[config.mk]
export PLATFORM = sky130hd
export DESIGN_NAME = pec_pkt_dispatch_flat
export DESIGN_NICKNAME = d
export VERILOG_FILES = /design/src/rtl/pec_pkt_dispatch_if.sv /design/src/rtl/pec_pkt_dispatch.sv /design/src/flat_wrapper.sv
export SDC_FILE = /design/constraint.sdc
export NUM_CORES = 1
export LEC_CHECK = 0
export ABC_AREA = 1
export CORE_MARGIN = 3
export CORE_UTILIZATION = 36
export CTS_BUF_LIST = sky130_fd_sc_hd__clkbuf_16
export DETAILED_ROUTE_END_ITERATION = 8
export DONT_BUFFER_PORTS = 1
export PLACE_DENSITY = 0.55
export SLEW_MARGIN = 20
export SYNTH_ARGS = -nofsm -noshare
export SYNTH_HDL_FRONTEND = slang
export SYNTH_SLANG_ARGS = --single-unit
[constraint.sdc]
create_clock -name iClk -period 7.6 [get_ports iClk]
set_input_delay 0.38 -clock iClk [delete_from_list [all_inputs] [get_ports iClk]]
set_output_delay 0.38 -clock iClk [all_outputs]
set_load 0.03 [all_outputs]
[src/rtl/pec_pkt_dispatch_if.sv]
// Beat stream from the port mux into the packet extraction stage.
// The source drives the beat, the sink answers with ready.
interface pec_pkt_dispatch_if;
    logic        PEC_IN_valid;
    logic        PEC_IN_ready;
    logic        PEC_IN_sop;
    logic        PEC_IN_eop;
    logic [31:0] PEC_IN_data;
    logic [4:0]  PEC_IN_port;

    modport master (
        output PEC_IN_valid,
        output PEC_IN_sop,
        output PEC_IN_eop,
        output PEC_IN_data,
        output PEC_IN_port,
        input  PEC_IN_ready
    );

    modport slave (
        input  PEC_IN_valid,
        input  PEC_IN_sop,
        input  PEC_IN_eop,
        input  PEC_IN_data,
        input  PEC_IN_port,
        output PEC_IN_ready
    );
endinterface

[src/rtl/pec_pkt_dispatch.sv]
// Ingress packet extraction: reassembles 5-beat packets, validates,
// buffers them and issues gap-spaced single-cycle pulses to DRC.
module pec_pkt_dispatch #(
    parameter int DEPTH      = 2,
    parameter int GAP_CYCLES = 2,
    parameter int ERRW       = 8
) (
    input  logic                 iClk,
    input  logic                 iResetN,
    pec_pkt_dispatch_if.slave    pec_in,
    output logic                 DRC_PEC_pktDisValid,
    output logic [5:0]           DRC_PEC_pktDisType,
    output logic [127:0]         DRC_PEC_pktDisData,
    output logic [15:0]          DRC_PEC_pktDisAddr,
    output logic [4:0]           DRC_PEC_pktDisPort,
    output logic [ERRW-1:0]      PEC_errCnt,
    output logic                 PEC_dropPulse
);

    localparam int AW = $clog2(DEPTH);
    localparam logic [15:0] GAPV = 16'(GAP_CYCLES);

    localparam logic [1:0] S_IDLE = 2'd0;
    localparam logic [1:0] S_DATA = 2'd1;
    localparam logic [1:0] S_DROP = 2'd2;

    typedef struct packed {
        logic [5:0]   typ;
        logic [15:0]  addr;
        logic [4:0]   port;
        logic [127:0] data;
    } ent_t;

    logic [1:0]  state_q, state_d;
    logic [5:0]  type_q, type_d;
    logic [15:0] addr_q, addr_d;
    logic [4:0]  port_q, port_d;
    logic [95:0] data_q, data_d;
    logic [1:0]  cnt_q, cnt_d;

    logic        acc, hdr, ok, err, push, pop, full, empty;
    logic [AW:0] wp_q, rp_q;
    ent_t        mem [DEPTH];
    ent_t        head, wr_ent;
    ent_t        dis_q;
    logic        vld_q;
    logic [15:0] gap_q;
    logic [ERRW-1:0] err_q;
    logic        drop_q;

    assign full  = (wp_q[AW] != rp_q[AW]) &&
                   (wp_q[AW-1:0] == rp_q[AW-1:0]);
    assign empty = (wp_q == rp_q);
    assign pop   = ~empty && (gap_q == 16'd0);
    assign head  = mem[rp_q[AW-1:0]];

    assign pec_in.PEC_IN_ready = (state_q == S_DROP) | ~full;

    assign acc = pec_in.PEC_IN_valid & pec_in.PEC_IN_ready;
    assign hdr = pec_in.PEC_IN_sop & ~pec_in.PEC_IN_eop;
    assign ok  = (type_q >= 6'd1) && (type_q <= 6'd5) &&
                 (port_q != 5'd0);

    assign wr_ent = '{typ:  type_q,
                      addr: addr_q,
                      port: port_q,
                      data: {pec_in.PEC_IN_data, data_q}};

    // Beat-level framing FSM; only accepted beats advance it.
    always_comb begin
        state_d = state_q;
        type_d  = type_q;
        addr_d  = addr_q;
        port_d  = port_q;
        data_d  = data_q;
        cnt_d   = cnt_q;
        err     = 1'b0;
        push    = 1'b0;
        if (acc) begin
            case (state_q)
                S_IDLE: begin
                    if (hdr) begin
                        type_d  = pec_in.PEC_IN_data[5:0];
                        addr_d  = pec_in.PEC_IN_data[21:6];
                        port_d  = pec_in.PEC_IN_port;
                        cnt_d   = 2'd0;
                        state_d = S_DATA;
                    end else begin
                        err = 1'b1;
                    end
                end
                S_DATA: begin
                    if (pec_in.PEC_IN_sop) begin
                        // abort; the beat restarts as a header
                        err = 1'b1;
                        if (hdr) begin
                            type_d  = pec_in.PEC_IN_data[5:0];
                            addr_d  = pec_in.PEC_IN_data[21:6];
                            port_d  = pec_in.PEC_IN_port;
                            cnt_d   = 2'd0;
                            state_d = S_DATA;
                        end else begin
                            state_d = S_IDLE;
                        end
                    end else if (cnt_q == 2'd3) begin
                        if (pec_in.PEC_IN_eop) begin
                            state_d = S_IDLE;
                            if (ok && !full) push = 1'b1;
                            else             err  = 1'b1;
                        end else begin
                            err     = 1'b1;
                            state_d = S_DROP;
                        end
                    end else if (pec_in.PEC_IN_eop) begin
                        err     = 1'b1;
                        state_d = S_IDLE;
                    end else begin
                        data_d[{cnt_q, 5'd0} +: 32] = pec_in.PEC_IN_data;
                        cnt_d = cnt_q + 2'd1;
                    end
                end
                S_DROP: begin
                    if (pec_in.PEC_IN_eop) state_d = S_IDLE;
                end
                default: state_d = S_IDLE;
            endcase
        end
    end

    // Framing state and the packet under assembly.
    always_ff @(posedge iClk or negedge iResetN) begin
        if (!iResetN) begin
            state_q <= S_IDLE;
            type_q  <= '0;
            addr_q  <= '0;
            port_q  <= '0;
            data_q  <= '0;
            cnt_q   <= '0;
        end else begin
            state_q <= state_d;
            type_q  <= type_d;
            addr_q  <= addr_d;
            port_q  <= port_d;
            data_q  <= data_d;
            cnt_q   <= cnt_d;
        end
    end

    // Packet FIFO storage; contents are only meaningful between pointers.
    always_ff @(posedge iClk) begin
        if (push) mem[wp_q[AW-1:0]] <= wr_ent;
    end

    // FIFO pointers; reset empties the queue.
    always_ff @(posedge iClk or negedge iResetN) begin
        if (!iResetN) begin
            wp_q <= '0;
            rp_q <= '0;
        end else begin
            if (push) wp_q <= wp_q + (AW+1)'(1);
            if (pop)  rp_q <= rp_q + (AW+1)'(1);
        end
    end

    // Registered dispatch pulse and inter-dispatch gap counter.
    always_ff @(posedge iClk or negedge iResetN) begin
        if (!iResetN) begin
            vld_q <= 1'b0;
            dis_q <= '0;
            gap_q <= '0;
        end else begin
            vld_q <= pop;
            dis_q <= pop ? head : '0;
            if (pop)                gap_q <= GAPV;
            else if (gap_q != 16'd0) gap_q <= gap_q - 16'd1;
        end
    end

    // Saturating error counter and drop pulse.
    always_ff @(posedge iClk or negedge iResetN) begin
        if (!iResetN) begin
            err_q  <= '0;
            drop_q <= 1'b0;
        end else begin
            drop_q <= err;
            if (err && (err_q != '1)) err_q <= err_q + 1'b1;
        end
    end

    assign DRC_PEC_pktDisValid = vld_q;
    assign DRC_PEC_pktDisType  = dis_q.typ;
    assign DRC_PEC_pktDisAddr  = dis_q.addr;
    assign DRC_PEC_pktDisPort  = dis_q.port;
    assign DRC_PEC_pktDisData  = dis_q.data;
    assign PEC_errCnt          = err_q;
    assign PEC_dropPulse       = drop_q;

endmodule
[src/flat_wrapper.sv]
// flat-port wrapper written by rule: the top's interface ports become plain ports
module pec_pkt_dispatch_flat 
#(
    parameter int DEPTH      = 2,
    parameter int GAP_CYCLES = 2,
    parameter int ERRW       = 8
)
  (iClk, iResetN, DRC_PEC_pktDisValid, DRC_PEC_pktDisType, DRC_PEC_pktDisData, DRC_PEC_pktDisAddr, DRC_PEC_pktDisPort, PEC_errCnt, PEC_dropPulse, pec_in_PEC_IN_valid, pec_in_PEC_IN_sop, pec_in_PEC_IN_eop, pec_in_PEC_IN_data, pec_in_PEC_IN_port, pec_in_PEC_IN_ready);
  pec_pkt_dispatch_if pec_in_i ();
  input  logic iClk;
  input  logic iResetN;
  output logic DRC_PEC_pktDisValid;
  output logic [5:0] DRC_PEC_pktDisType;
  output logic [127:0] DRC_PEC_pktDisData;
  output logic [15:0] DRC_PEC_pktDisAddr;
  output logic [4:0] DRC_PEC_pktDisPort;
  output logic [ERRW-1:0] PEC_errCnt;
  output logic PEC_dropPulse;
  input wire logic [$bits(pec_in_i.PEC_IN_valid)-1:0] pec_in_PEC_IN_valid;
  input wire logic [$bits(pec_in_i.PEC_IN_sop)-1:0] pec_in_PEC_IN_sop;
  input wire logic [$bits(pec_in_i.PEC_IN_eop)-1:0] pec_in_PEC_IN_eop;
  input wire logic [$bits(pec_in_i.PEC_IN_data)-1:0] pec_in_PEC_IN_data;
  input wire logic [$bits(pec_in_i.PEC_IN_port)-1:0] pec_in_PEC_IN_port;
  output wire logic [$bits(pec_in_i.PEC_IN_ready)-1:0] pec_in_PEC_IN_ready;
  assign pec_in_i.PEC_IN_valid = pec_in_PEC_IN_valid;
  assign pec_in_i.PEC_IN_sop = pec_in_PEC_IN_sop;
  assign pec_in_i.PEC_IN_eop = pec_in_PEC_IN_eop;
  assign pec_in_i.PEC_IN_data = pec_in_PEC_IN_data;
  assign pec_in_i.PEC_IN_port = pec_in_PEC_IN_port;
  assign pec_in_PEC_IN_ready = pec_in_i.PEC_IN_ready;
  pec_pkt_dispatch #(.DEPTH(DEPTH), .GAP_CYCLES(GAP_CYCLES), .ERRW(ERRW)) u_core (.iClk(iClk), .iResetN(iResetN), .pec_in(pec_in_i), .DRC_PEC_pktDisValid(DRC_PEC_pktDisValid), .DRC_PEC_pktDisType(DRC_PEC_pktDisType), .DRC_PEC_pktDisData(DRC_PEC_pktDisData), .DRC_PEC_pktDisAddr(DRC_PEC_pktDisAddr), .DRC_PEC_pktDisPort(DRC_PEC_pktDisPort), .PEC_errCnt(PEC_errCnt), .PEC_dropPulse(PEC_dropPulse));
endmodule
# Word-level counts from Yosys, hierarchy flattened
# Memory sizes are Yosys's and may differ from the RTL's.
# Cells that the tools add are included.
# totals
register_bits,312
ramBits,310
inputBits,42
output_inout_bits,166
word_cells,104
n_memories,1
# memory_table
name,depth,word_bits,rd,rd_ports_with_merged_regs,wr,line_no,rtl
u_core.mem,2,155,1,0,1,pec_pkt_dispatch.sv:43,ent_t mem [DEPTH];
# op_classes
add_sub_neg,6
n_lt_le_gt_ge,2
n_eq_ne,11
shift,2
n_mux,41
bitwise_logic,8
reduce_logical,17
# ops
operator,count
2-to-1 mux 155 bit,1
bitwise mux 96 bit,1
"variable shift 32 x 9 -> 96 bit, first input constant",1
indexed part select 32 x 9 -> 96 bit,1
2-to-1 mux 16 bit,4
case mux 16 bit (2 select lines),1
2-to-1 mux 2 bit,9
zero test 16 bit,1
2-to-1 mux 1 bit,16
nonzero test 16 bit,1
"subtractor 16 x 1 -> 16 bit, second input constant",1
2-to-1 mux 6 bit,2
case mux 6 bit (2 select lines),1
2-to-1 mux 5 bit,2
case mux 5 bit (2 select lines),1
negator 7 -> 9 bit,1
"adder 8 x 1 -> 8 bit, second input constant",1
"!= test 8 bit, second input constant",1
"adder 2 x 1 -> 2 bit, second input constant",3
"greater-or-equal comparator 6 x 1 -> 1 bit, second input constant",1
"<= comparator 6 x 3 -> 1 bit, second input constant",1
logical AND 1 bit,6
"!= test 3 bit, second input constant",2
case mux 2 bit (3 select lines),1
other kinds (20),27

# Logic depth before layout (Yosys ltp)
# depth
ltp_word,12
ltp_mapped,12
depth_no_buf,11

# Worst setup path before layout
# No wires, ideal clock.
# synth_path
kind,register to register
from,reg u_core.rp_q[0]
to,mem u_core.mem[1][0] in the netlist's numbering (enable)
setup_time_ns,0.673
arrival_time_ns,7.716
required_time_ns,6.927
slack_ns,-0.789
path_stages_with_launch,11
n_path_buf,1
synth_period_minus_slack_ns,8.389
path_cell_list,dfrtp_1 > buf_2 > nand2_1 > nand2_2 > nand3b_2 > nand2_2 > inv_4 > nand2_1 > inv_1 > nand2_1 > nor2_1
# synth_between
word_cells_on_any_way,15
cone_classes,1 x eq/ne; 8 x mux; 3 x bitwise; 3 x reduce/logical
# synth_lines
element,line_no,rtl
"start, declared",pec_pkt_dispatch.sv:42,"logic [AW:0] wp_q, rp_q;"
"start signal, assigned",pec_pkt_dispatch.sv:161,if (pop) rp_q <= rp_q + (AW+1)'(1);
equality test 1 bit,pec_pkt_dispatch.sv:52,(wp_q[AW-1:0] == rp_q[AW-1:0]);
logical AND 1 bit,pec_pkt_dispatch.sv:51,assign full = (wp_q[AW] != rp_q[AW]) &&
NOT 1 bit,pec_pkt_dispatch.sv:57,assign pec_in.PEC_IN_ready = (state_q == S_DROP) | ~full;
OR 1 bit,pec_pkt_dispatch.sv:57,
net pec_in_PEC_IN_ready,flat_wrapper.sv:24,output wire logic [$bits(pec_in_i.PEC_IN_ready)-1:0] pec_in_PEC_IN_ready;
bitwise AND 1 bit,pec_pkt_dispatch.sv:59,assign acc = pec_in.PEC_IN_valid & pec_in.PEC_IN_ready;
2-to-1 mux 1 bit,pec_pkt_dispatch.sv:79,if (acc) begin
2-to-1 mux 1 bit,pec_pkt_dispatch.sv:151,if (push) mem[wp_q[AW-1:0]] <= wr_ent;
2-to-1 mux 1 bit (not written as such),pec_pkt_dispatch.sv:151,
"end, declared",pec_pkt_dispatch.sv:43,
# The timed path passes the listed nets, and every way through them passes these cells.

# Worst setup path after layout
# layout_path
from,reg u_core.rp_q[0]
to,mem u_core.mem[0][61] in the netlist's numbering (enable)
# The elaborated chain is that of the path after synthesis.

==> reports/results.env <==
FRACTION_OF_FINAL_LAYOUT_CELLS_SIZED_BEYOND_DRIVE_STRENGTH_1_PCT=11.9
STATIC-LEAKAGE-POWER_nW=10.5
MAX_CAP_VIOLATIONS=0
NET_TOTAL_IN_THE_FINAL_LAYOUT=1888
SETUP_VIOLATIONS=0
REG2REG_SLACK_NS=3.09
CLOCK_TREE.BUFFER_DEPTH=3
SYN_NETS=1856
FINALCOREUTILIZATION_PCT=41.8
CTS_BUFFERS=68
SYNTH_ADDER_AREA_SHARE_PCT=0.384
CORE.ROWCOUNT=91
OVERALL_POWER_OF_THE_COMPLETED_LAYOUT_mW=7.65
CLOCK_LATENCY_NS=0.60
DIE-WIDTH_UM=258
SLEW_HEADROOM_PCT=-15.9
YS_SEQ_AREA_SHARE_PCT=75.1
VIAS_PER_CELL=4.81
DIE_HEIGHT_UM=258
CTSROOTBUFFERMASTER='clkbuf_16'
STARTPOINT_TYPE='flip-flop'
SETUP.WORST_PATH.CLASS='flip-flop to flip-flop'
POST_ROUTE_FRACTION_OF_THE_PERIOD_CONSUMED_BY_THE_CRITICAL_PATH_PCT=59.3
FINAL.SETUP_SKEW_NS=0.0202
SYNTHMUXAREASHARE_PCT=0
SYNTH_XOR_AREA_SHARE_PCT=0.807
TRITONCTS='done'
NUMBER_OF_HOLD_VIOLATIONS_IN_THE_FINAL_REPORT=0
SYNTHSIMPLEGATEAREAFRAC_PCT=12.4
ANT_NETS=0
VIOLATIONS='max-slew violations'
FIRST_GLOBAL_VIAS=13200
SYN_AREA_UM2=22800
CRITICAL_PATH.REG2REG.ENDPOINT='u_core.mem[0][61]'
PERIOD_NEEDED_NS=4.51
START_UTIL_PCT=36.6
CLK_PIN_SLEW_WORST_SETUP_HOLD_PATHS_NS=0.05
ANTENNA_FOUND_INITIAL=4
WARNINGS_SYNTHESIS=0
MAX_SLEW.WORST_PIN.SLEW_NS=1.74
ROUTED-VIA-COUNT=13200
GLOBAL_ROUTE.USAGE.TOTAL_PCT=16.7
SYNTH_COMPOUND_AREA_SHARE_PCT=7.99
HOLDCRITPATHCLASS='input pin to async pin'
OVERALL_DIE_AREA_UM2=66300
YOSYS_REGISTER_BITS=622
SYN_TO_FINAL_GROWTH_PCT=14.1
CORE-AREA_UM2=62200
FMAXACHIEVABLE_MHz=222
GRT_SETUP_UNREPAIRED='no'
SYNTH_TOP_FAMILY_BY_AREA='simple AND/OR/NAND/NOR gates'
SUMMED_NEGATIVE_SETUP_SLACK_OVER_ALL_ENDPOINTS_NS=0
CLOCK_SINK_COUNT=622
IRDROPWORSTVDD_mV=0.225
PIN_COUNT_OF_THE_BIGGEST_NET_ENTERING_GLOBAL_ROUTING=313
GLOBAL_ROUTE_WIRE_LENGTH_BEFORE_REPAIR_UM=83900
POSTSYNTHCELLCOUNT=1807
R2R_START='u_core.rp_q[0]'
IOS=208
POWER_DENSITY_nW_PER_UM2=294
FINAL-MAX-SLEW-VIOLATION-COUNT=312
WORST_SETUP_PATH_END_KIND='flip-flop'
DR.PASS1.ITERS=5
FILL_CELLS=5815
DRC=0
CRIT_PATH_MAX_FANOUT=76
FF2FF_PATH_DEPTH=11
POSTSYNTHAREAPERCELL_UM2=12.6
CRITPATHARRIVALTIME_NS=4.71
AREA_USED_BY_SEQUENTIAL_LOGIC_IN_THE_LAYOUT_UM2=17100
GP_CONGESTION=0.744
GRT-OVFL-TOTAL=0
POSTCTSSETUPBUFFERS=0
PORTBUFFERS=0
MULTIINPUTGATEAREA_UM2=4940
DR.FIRST_ITER.DRC_COUNT=833
AVGROUTEDWIREPERCELL_UM=20.1
HTREEDEPTH=3
DRT-TOTAL-WL_UM=55100
DATA_REQUIRED_TIME_AT_THE_WORST_ENDPOINT_NS=7.81
YOSYSUNIQUECELLTYPES=31
STATUS='complete, but fails checks'
DETAILED_PLACE_HPWL_UM=31500
==> flip-flops by register name, indices dropped and copies added (netlist names), 2 cells and up <==
name and flops:
u_core.cnt_q 2, u_core.addr_q 16, u_core.PEC_errCnt 8, u_core.wp_q 2, u_core.DRC_PEC_pktDisType 6, u_core.port_q 5
u_core.DRC_PEC_pktDisPort 5, u_core.DRC_PEC_pktDisData 128, u_core.gap_q 16, u_core.data_q 96, u_core.rp_q 2, u_core.mem 310
u_core.state_q 2, u_core.DRC_PEC_pktDisAddr 16, u_core.type_q 6
==> per-stage QoR <==
| stage | instance area, um2 | hold slack (ns) | setup slack, ns | instances |
|---|---|---|---|---|
| global route | 26000 | 0.0294 | 2.71 | 2734 |
| CTS | 26000 | -0.544 | 3.01 | 2730 |
| global placement | 23500 | 0.110 | 3.05 | 2565 |
| finish | 26000 | 0.00145 | 3.09 | 2734 |
| floorplan | 22800 | 0.0844 | 1.83 | 1807 |
| detailed placement | 23500 | 0.106 | 3.04 | 2565 |
==> cell families (layout without fill, tap and decap cells) <==
family,after synthesis,in the layout
other,0,3
DFF,622,622
adders and majority gates,7,7
AOI/OAI and AO/OA,291,291
buffers and inverters,157,244
xor gates and xnor gates,21,21
and+or+nand+nor,709,709
==> power by group <==
part	internal [mW]	switching, mW	total, mW	leakage [nW]
Sequential	3.75	0.170	3.92	7.23
Combinational	0.208	0.445	0.654	2.22
Clock	1.74	1.34	3.08	1.08
==> area by class of cell <==
cell class / instances / share of cell area [%]
repair buffers: 54 / 2.07
clock inverters: 54 / 1.23
multi-input cells: 1028 / 19.0
inverters: 65 / 0.967
flip-flops and latches: 622 / 65.8
well taps: 837 / 4.03
diodes: 3 / 0.0289
clock buffers: 71 / 6.83
==> Yosys cell counts (all sizes together) <==
master,n,area [um2]
a21oi,162,811
a31oi,1,6.26
buf,42,323
clkbuf,50,188
dfrtp,312,7810
edfxtp,310,9310
ha,7,87.6
inv,65,246
nand2,586,2200
nand3,15,118
nand3b,1,11.3
nand4,13,81.3
nor2,72,273
nor3,19,95.1
nor4,2,27.5
o21ai,127,996
o31ai,1,7.51
or2,1,6.26
xnor2,12,105
xor2,9,78.8
==> layer usage <==
metal | GRT usage [%] | wire length [um]
met3 | 4.81 | 3800
met5 | 0 | 13
met4 | 5.62 | 1440
met1 | 21.3 | 22800
met2 | 27.4 | 27100
==> layout by cell type, fill, tap and decap left out, drive strengths merged <==
master and count:
o31ai 1, nor2 72, nand4 13, dfrtp 312, buf 14, xor2 9
o21ai 127, nand3 15, nor3 19, a31oi 1, ha 7, nor4 2
nand2 586, or2 1, clkinv 21, nand3b 1, xnor2 12, clkbuf 71
dlygate4sd3 40, clkinvlp 5, inv 92, a21oi 162, edfxtp 310, bufinv 1
diode 3
==> how the worst max path moves through the flow <==
stage	startpoint	endpoint	slack (ns)	cells past startpoint
2_1_floorplan	u_core.wp_q[0]	u_core.mem[1][0]	1.83	10
3_3_place_gp	u_core.rp_q[0]	u_core.mem[0][57]	3.05	11
3_5_place_dp	u_core.rp_q[0]	u_core.mem[0][35]	3.04	11
4_1_cts	u_core.rp_q[0]	u_core.mem[0][70]	3.01	11
5_1_grt	u_core.rp_q[0]	u_core.mem[0][70]	2.71	11
6_report	u_core.rp_q[0]	u_core.mem[0][61]	3.09	11
==> repair_timing <==
action,in CTS,in global routing
hold buffers,40,1
resized for setup,0,0
hold endpoints to repair,430,312
==> worst max-delay path: stages, from the launching register on <==
cell and delay [ns]:
dfrtp_4 1.07, inv_6 0.42, nand2_1 0.20, nand2_2 0.10, nand3b_2 0.22, nand2_2 0.13
inv_4 0.21, nand2_1 0.09, inv_1 0.08, nand2_1 0.15, nor2_4 0.44, buf_4 0.82
No activity file was read; power rests on OpenSTA's default activity.
